`src/rtl/sig_mag_pkg.sv`:
```
// Shared constants and the sign/magnitude weighting function for the sign/mag decoder.
package sig_mag_pkg;

    localparam int NUM_MAG = 5461;   // target mag=1 count per 16384-sample window
    localparam int CNTR_W  = 14;
    localparam int SM_SIG  = 1;
    localparam int SM_MAG  = 0;
    localparam int SM_WT_W = 16;     // wide enough for any practical OUT_W; callers truncate

    typedef logic [1:0] sm_pair_t;

    // sig=0 -> +w, sig=1 -> -w, with w = mag ? mag_wt : 1
    function automatic logic signed [SM_WT_W-1:0] sm_weight(input logic sig, input logic mag,
                                                            input int mag_wt);
        logic signed [SM_WT_W-1:0] w;
        w = mag ? SM_WT_W'(mag_wt) : SM_WT_W'(1);
        return sig ? -w : w;
    endfunction

endpackage

```
`src/rtl/sig_mag_rate_mon.sv`:
```
// Windowed mag=1 rate monitor: counts popped samples in 2^WIN_LOG2 windows and flags out-of-band counts.
module sig_mag_rate_mon
    import sig_mag_pkg::*;
#(
    parameter int WIN_LOG2 = CNTR_W,
    parameter int MAG_LO   = NUM_MAG - NUM_MAG / 10,
    parameter int MAG_HI   = NUM_MAG + NUM_MAG / 10
) (
    input  logic                clk,
    input  logic                reset,
    input  logic                pop,
    input  logic                mag,
    output logic [WIN_LOG2:0]   stat_cnt,
    output logic                stat_valid,
    output logic                stat_low,
    output logic                stat_high
);

    logic [WIN_LOG2-1:0] smp_q, smp_d;
    logic [WIN_LOG2:0]   mag_q, mag_d, mag_sum;
    logic [WIN_LOG2:0]   stat_cnt_q, stat_cnt_d;
    logic                stat_valid_q, stat_valid_d;
    logic                stat_low_q, stat_low_d;
    logic                stat_high_q, stat_high_d;

    always_comb begin
        smp_d        = smp_q;
        mag_d        = mag_q;
        stat_cnt_d   = stat_cnt_q;
        stat_valid_d = 1'b0;
        stat_low_d   = stat_low_q;
        stat_high_d  = stat_high_q;
        mag_sum      = mag_q + {{WIN_LOG2{1'b0}}, mag};
        if (pop) begin
            // The pop that completes the window is included in that window's count.
            if (smp_q == '1) begin
                stat_cnt_d   = mag_sum;
                stat_valid_d = 1'b1;
                stat_low_d   = mag_sum < (WIN_LOG2+1)'(MAG_LO);
                stat_high_d  = mag_sum > (WIN_LOG2+1)'(MAG_HI);
                smp_d        = '0;
                mag_d        = '0;
            end else begin
                smp_d = smp_q + 1'b1;
                mag_d = mag_sum;
            end
        end
    end

    always_ff @(posedge clk) begin
        if (reset) begin
            smp_q        <= '0;
            mag_q        <= '0;
            stat_cnt_q   <= '0;
            stat_valid_q <= 1'b0;
            stat_low_q   <= 1'b0;
            stat_high_q  <= 1'b0;
        end else begin
            smp_q        <= smp_d;
            mag_q        <= mag_d;
            stat_cnt_q   <= stat_cnt_d;
            stat_valid_q <= stat_valid_d;
            stat_low_q   <= stat_low_d;
            stat_high_q  <= stat_high_d;
        end
    end

    assign stat_cnt   = stat_cnt_q;
    assign stat_valid = stat_valid_q;
    assign stat_low   = stat_low_q;
    assign stat_high  = stat_high_q;

endmodule

```
`src/rtl/sig_mag_decoder.sv`:
```
// Unpacks 2-bit sign/mag words into one signed weighted sample per pop.
// Optional rate monitor built only when SIG_MAG_DEC_STATS_EN is defined.
module sig_mag_decoder
    import sig_mag_pkg::*;
#(
    parameter int PAIRS    = 8,
    parameter int OUT_W    = 4,
    parameter int MAG_WT   = 3,
    parameter int WIN_LOG2 = CNTR_W,
    parameter int MAG_LO   = NUM_MAG - NUM_MAG / 10,
    parameter int MAG_HI   = NUM_MAG + NUM_MAG / 10
) (
    input  logic                      clk,
    input  logic                      reset,
    input  logic [2*PAIRS-1:0]        in_data,
    input  logic                      in_valid,
    output logic                      in_ready,
    output logic signed [OUT_W-1:0]   out_data,
    output logic                      out_sig,
    output logic                      out_mag,
    output logic                      out_valid,
    input  logic                      out_ready,
    output logic [WIN_LOG2:0]         stat_cnt,
    output logic                      stat_valid,
    output logic                      stat_low,
    output logic                      stat_high
);

    localparam int REM_W = $clog2(PAIRS + 1);

    if ((1 << (OUT_W - 1)) <= MAG_WT) begin : g_bad_out_w
        $error("OUT_W too narrow for +/-MAG_WT");
    end
    if (MAG_LO > MAG_HI) begin : g_bad_bounds
        $error("MAG_LO must not exceed MAG_HI");
    end

    logic [2*PAIRS-1:0]      buf_q, buf_d;
    logic [REM_W-1:0]        rem_q, rem_d;
    logic signed [OUT_W-1:0] out_data_q, out_data_d;
    logic                    out_sig_q, out_sig_d;
    logic                    out_mag_q, out_mag_d;
    sm_pair_t                head;
    logic                    accept, pop;

    assign out_valid = (rem_q != '0);
    // Accepting on the last pair's pop keeps the stream bubble-free.
    assign in_ready  = (rem_q == '0) | ((rem_q == REM_W'(1)) & out_ready);
    assign accept    = in_valid & in_ready;
    assign pop       = out_valid & out_ready;

    always_comb begin
        buf_d = buf_q;
        rem_d = rem_q;
        if (accept) begin
            buf_d = in_data;
            rem_d = REM_W'(PAIRS);
        end else if (pop) begin
            buf_d = buf_q >> 2;
            rem_d = rem_q - REM_W'(1);
        end
        head       = buf_d[1:0];
        out_sig_d  = 1'b0;
        out_mag_d  = 1'b0;
        out_data_d = '0;
        if (rem_d != '0) begin
            out_sig_d  = head[SM_SIG];
            out_mag_d  = head[SM_MAG];
            out_data_d = OUT_W'(sm_weight(head[SM_SIG], head[SM_MAG], MAG_WT));
        end
    end

    always_ff @(posedge clk) begin
        if (reset) begin
            buf_q      <= '0;
            rem_q      <= '0;
            out_data_q <= '0;
            out_sig_q  <= 1'b0;
            out_mag_q  <= 1'b0;
        end else begin
            buf_q      <= buf_d;
            rem_q      <= rem_d;
            out_data_q <= out_data_d;
            out_sig_q  <= out_sig_d;
            out_mag_q  <= out_mag_d;
        end
    end

    assign out_data = out_data_q;
    assign out_sig  = out_sig_q;
    assign out_mag  = out_mag_q;

`ifdef SIG_MAG_DEC_STATS_EN
    sig_mag_rate_mon #(
        .WIN_LOG2 (WIN_LOG2),
        .MAG_LO   (MAG_LO),
        .MAG_HI   (MAG_HI)
    ) u_rate_mon (
        .clk        (clk),
        .reset      (reset),
        .pop        (pop),
        .mag        (out_mag_q),
        .stat_cnt   (stat_cnt),
        .stat_valid (stat_valid),
        .stat_low   (stat_low),
        .stat_high  (stat_high)
    );
`else
    assign stat_cnt   = '0;
    assign stat_valid = 1'b0;
    assign stat_low   = 1'b0;
    assign stat_high  = 1'b0;
`endif

endmodule

```
`config.mk`:
```
export PLATFORM = sky130hd
export DESIGN_NAME = sig_mag_decoder
export DESIGN_NICKNAME = d
export VERILOG_FILES = /design/src/rtl/sig_mag_pkg.sv /design/src/rtl/sig_mag_rate_mon.sv /design/src/rtl/sig_mag_decoder.sv
export SDC_FILE = /design/constraint.sdc
export NUM_CORES = 1
export LEC_CHECK = 0
export BUFFER_PORTS_ARGS = -buffer_cell sky130_fd_sc_hd__buf_4
export CORE_UTILIZATION = 25
export DETAILED_ROUTE_END_ITERATION = 16
export PLACE_DENSITY = 0.57
export SYNTH_ARGS = -nofsm -noshare
export SYNTH_HDL_FRONTEND = slang
export SYNTH_SLANG_ARGS = --single-unit
export TNS_END_PERCENT = 30
```
`constraint.sdc`:
```
create_clock -name clk -period 1.8 [get_ports clk]
set_clock_uncertainty 0.15 [all_clocks]
set_input_delay 0 -clock clk [delete_from_list [all_inputs] [get_ports clk]]
set_output_delay 0 -clock clk [all_outputs]
set_load 0.02 [all_outputs]
```
# Word-level counts from Yosys, hierarchy flattened
# Index checks and enable logic that the tools add are counted.
op_classes:
  n_addsub: 2
  eq_ne: 1
  n_mux: 6
  bitwise_logic: 5
  reduce_logical: 5
op_table:
  columns: ["operator", "n"]
  rows:
  - ["two-way mux 16 bit", 2]
  - ["two-way mux 4 bit", 3]
  - ["nonzero test 4 bit", 2]
  - ["== test 4 x 1 -> 1 bit (second input constant)", 1]
  - ["zero test 4 bit", 1]
  - ["negation 2 -> 4 bit", 1]
  - ["subtractor 4 x 1 -> 4 bit (second input constant)", 1]
  - ["AND 1 bit", 3]
  - ["two-way mux 2 bit", 1]
  - ["nonzero test 2 bit", 1]
  - ["OR reduction 2 bit", 1]
  - ["inverter 1 bit", 1]
  - ["OR 1 bit", 1]
totals:
  regBits: 26
  inputBits: 20
  word_cells: 25

# Logic depth before layout (Yosys ltp)
depth:
  depth_word: 8
  ltp_mapped: 9
  mapped_depth_nobuf: 7

# Least setup slack after synthesis
# No wires, ideal clock.
synth_path:
  path_kind: "reg2reg"
  startpoint: "register rem_q[0]"
  endpoint: "register out_mag_q, in the netlist out_mag"
  setup_ps: 65
  arrival_ps: 1828
  setup_slack_ps: -244
  stages_incl_launch_ff: 10
  path_buffers: 2
  cell_sequence: "dfxtp_1 > inv_1 > ha_1 > buf_6 > nor3b_2 > nand2b_1 > buf_6 > mux2_4 > a41o_1 > nor2_1"
synth_between:
  elab_chain_len: 8
  word_cells_on_any_way: 15
  cone_classes: "add/sub: 1; eq/ne: 1; mux: 4; bitwise: 5; reduce/logical: 4"
synth_rtl:
  columns: ["element", "line_no", "source"]
  rows:
  - ["start: declaration", "sig_mag_decoder.sv:39", "logic [REM_W-1:0] rem_q, rem_d;"]
  - ["start signal: assignment", "sig_mag_decoder.sv:82", "rem_q <= rem_d;"]
  - ["== test 4 x 1 -> 1 bit", "sig_mag_decoder.sv:48", "assign in_ready = (rem_q == '0) | ((rem_q == REM_W'(1)) & out_ready);"]
  - ["AND 1 bit", "sig_mag_decoder.sv:48", null]
  - ["OR 1 bit", "sig_mag_decoder.sv:48", null]
  - ["AND 1 bit", "sig_mag_decoder.sv:49", "assign accept = in_valid & in_ready;"]
  - ["two-way mux 4 bit", "sig_mag_decoder.sv:55", "if (accept) begin"]
  - ["nonzero test 4 bit", "sig_mag_decoder.sv:66", "if (rem_d != '0) begin"]
  - ["inverter 1 bit (no source line)", null, null]
  - ["OR reduction 2 bit (no source line)", null, null]
  - ["end signal: assignment", "sig_mag_decoder.sv:85", "out_mag_q <= out_mag_d;"]
  - ["end: declaration", "sig_mag_decoder.sv:42", "logic out_mag_q, out_mag_d;"]
# Parallel ways exist; a longest one is shown, timed or not. The select of a mux whose other input is x is not followed.
# A chain may end at the register's enable or synchronous reset.

# Worst setup path in the final report
# Ends and elaborated chain as after synthesis.

==> results.py <==
metrics = {
    "yosys": {
        "syn_area_per_cell_um2": 8.420,
        "yosysTopAreaCell": "dfxtp_1",
        "ys_types": 30,
        "synth_top_area_frac": 0.3738,
        "synth_seq_cells": 25,
        "syn_inst": 159,
        "synth.area.top_cells": "dfxtp_1, buf_4, a311oi_1",
        "ys_seq_area_frac": 0.3738,
        "ys_warn_count": 0,
        "syn-cell-area_um2": 1339,
    },
    "route": {
        "drt_wl_total_um": 3052,
        "vias_per_cell": 4.413,
        "drtPass1Iterations": 5,
        "dr.first_iter.drc_count": 41,
        "drc": 0,
        "routedWlPerCell_um": 11.06,
        "vias": 1218,
        "ant_nets": 0,
    },
    "finish": {
        "fin_nets": 229,
        "postLayoutCellArea_um2": 1874,
        "layout-drive-gt1-share": 0.2864,
        "fin_util": 0.3647,
        "n_fill_cell": 560,
        "final_cells": 276,
        "insertedDiodeCount": 0,
        "synthToLayoutAreaGrowth_pct": 40.00,
    },
    "critical_path": {
        "path_delay_family": "simple AND/OR/NAND/NOR gates",
        "worstPathRequired_ps": 1860,
        "cpMaxStageDelayCell": "dfxtp_4",
        "crit_path_end_kind": "register",
        "path_cells": "inv_4, ha_4, nor3b_4, nand2b_4, mux2_4, a41o_4, nor2_1",
        "crit_path_max_incr_delay_ps": 370,
        "r2r_setup_slack_ps": 10,
        "cp-start-kind": "register",
        "critPathKind": "reg -> reg",
        "path_buf_inv": 1,
        "crit_path_max_fanout": 5,
        "crit_arrival_ps": 1850,
    },
    "cts": {
        "htreeDepth": 1,
        "clock_sinks": 25,
        "cts_buffer_depth": 2,
        "cts_made_buffers": 3,
        "clkLatencyLatePin_ps": 270,
        "clkTransAtPathRegs_ps": 80,
        "cts_root_buffer": "clkbuf_8",
        "cts_tree": "done",
    },
    "placed_design": {
        "portBuffers": 27,
        "place_inst": 251,
        "place_congestion": 0.7943,
        "dp_slack_ps": -30.38,
        "hpwlAfterDp_um": 2013,
        "dpl-instance-area_um2": 1570,
    },
    "floorplan": {
        "placementRows": 26,
        "die_width_um": 75.18,
        "initial_core_util": 0.2605,
        "die_area_um2": 5652,
        "boundaryPins": 46,
        "fp.dieH_um": 75.18,
        "core_area_um2": 5140,
    },
    "timing": {
        "finalCritPeriodShare": 0.9926,
        "max_freq_mhz": 559.7,
        "hold_viol": 2,
        "slew_violations": 0,
        "finalWorstSetupSlack_ps": 13.32,
        "setup_violations": 0,
        "hold_ws_ps": -4.393,
        "grt_setup_unrepaired": "true",
        "period_minus_slack_ps": 1787,
    },
    "pwr": {
        "peakVddDrop_v": 0.0004120,
        "sw_frac_of_total": 0.3998,
        "seqPwrFrac": 0.302,
        "p_switching_w": 0.001147,
        "p_per_area_nw_per_um2": 1530,
        "pwr-share-comb": 0.581,
        "p_leak_nw": 0.7818,
        "p_clk_frac": 0.117,
        "internal-power_w": 0.001721,
    },
    "grt": {
        "antenna_found_initial": 0,
        "grt_pass1_wl_um": 5106,
        "grt_overflow_total": 0,
        "grt.total_usage": 0.1176,
        "grt_start_max_net_pins": 28,
        "first_global_vias": 1158,
    },
    "outcome": {
        "violations": "negative hold slack",
        "outcome": "finished with violations",
    },
    "job": {
        "maxCapViolCount": 0,
    },
    "min_path": {
        "hold_path_class": "in -> reg",
    },
}
-- cell families (layout without fill, tap and decap cells) --
logic type,after synthesis,in the layout,share of synthesized area
and+or+nand+nor,66,66,0.2402
buffers and inverters,36,66,0.1860
DFF,25,25,0.3738
AOI/OAI and AO/OA,23,23,0.1327
xor gates and xnor gates,3,3,0.01963
muxes,3,3,0.02617
adders and majority gates,2,2,0.01869
other,1,18,0.002801
-- flip-flops by register name, indices dropped and copies added, names as in the netlist --
| name | flops |
|---|---|
| rem_q | 4 |
| out_sig | 1 |
| out_mag | 1 |
| buf_q | 16 |
| out_data | 3 |
-- cell type report --
class | count | area [µm²] | area share
Inverter | 5 | 21.27 | 0.01135
Clock buffer | 4 | 45.04 | 0.02403
Multi-Input combinational cell | 115 | 713.2 | 0.3805
Tap cell | 70 | 87.58 | 0.04673
Sequential cell | 25 | 506.7 | 0.2704
Timing Repair Buffer | 57 | 500.5 | 0.2670
-- synthesized netlist by cell type --
cell,n
dfxtp_1,25
nor2_1,20
buf_4,19
nand2_1,18
nand3_1,15
a311oi_1,12
a21oi_1,5
clkbuf_1,5
inv_1,5
buf_6,4
nand2b_1,3
nor3_1,3
xnor2_1,3
buf_2,2
ha_1,2
mux2i_1,2
nand4bb_1,2
o211ai_1,2
a21o_1,1
a32o_1,1
a41o_1,1
and2_1,1
and3_1,1
clkbuf_8,1
conb_1,1
mux2_4,1
nand4b_1,1
nor3b_2,1
o21ai_0,1
or4b_4,1
-- what timing repair did --
item / CTS / global route
hold endpoints to repair: 23 / 0
resized for setup: 6 / 9
hold buffers: 18 / 0
buffers inserted: 0 / 3
pin swaps: 0 / 1
endpoints found under the setup margin: 16 / 19
-- per-stage QoR --
step / power [W] / setup TNS (ps)
after floorplan: 0.001929 / -420.2
after global placement: 0.002328 / 0
after detailed placement: 0.002350 / -113.3
after CTS: 0.002798 / -7.081
after global routing: 0.003087 / -390.4
final: 0.002868 / 0
-- power groups by stage --
stage	combinational, W	clock [W]	sequential [W]
6_report	0.00167	0.000335	0.000866
5_1_grt	0.00182	0.000365	0.000897
4_1_cts	0.00159	0.000344	0.000862
3_5_place_dp	0.00148	0	0.000875
3_3_place_gp	0.00146	0	0.000871
2_1_floorplan	0.00102	0	0.000905
-- worst min-delay path: cells and delay by family --
kind / cells / cell delay (ps)
and+or+nand+nor: 2 / 290
buffers and inverters: 1 / 90
-- cells in the final DEF (no fill, tap or decap), drive strengths merged --
master and instances:
clkbuf 4, o21ai 1, xnor2 3, nor3b 1
nand2b 3, mux2i 2, or4b 1, inv 5
nor2 20, buf 39, nand3 15, a21o 1
dlygate4sd3 18, and3 1, nand4b 1, ha 2
a41o 1, conb 18, mux2 1, nand2 18
a311oi 12, a21oi 5, dfxtp 25, o211ai 2
a32o 1, and2 1, nand4bb 2, nor3 3
-- metal layers --
layer  track usage  wire, µm  vias up
met1        0.1510      1370      577
met4       0.04321        38        0
li1              -         -      602
met5             0         0        -
met3       0.01606       138        4
met2        0.2012      1504       35
-- final timing paths --
check             startpoint   endpoint  cells after the start
hold reg to reg    buf_q[15]  buf_q[15]                      2
setup / recovery    rem_q[0]    out_mag                      7
hold / removal      in_valid   rem_q[0]                      3
setup reg to reg    rem_q[0]    out_mag                      7
(Power assumes the default switching activity.)
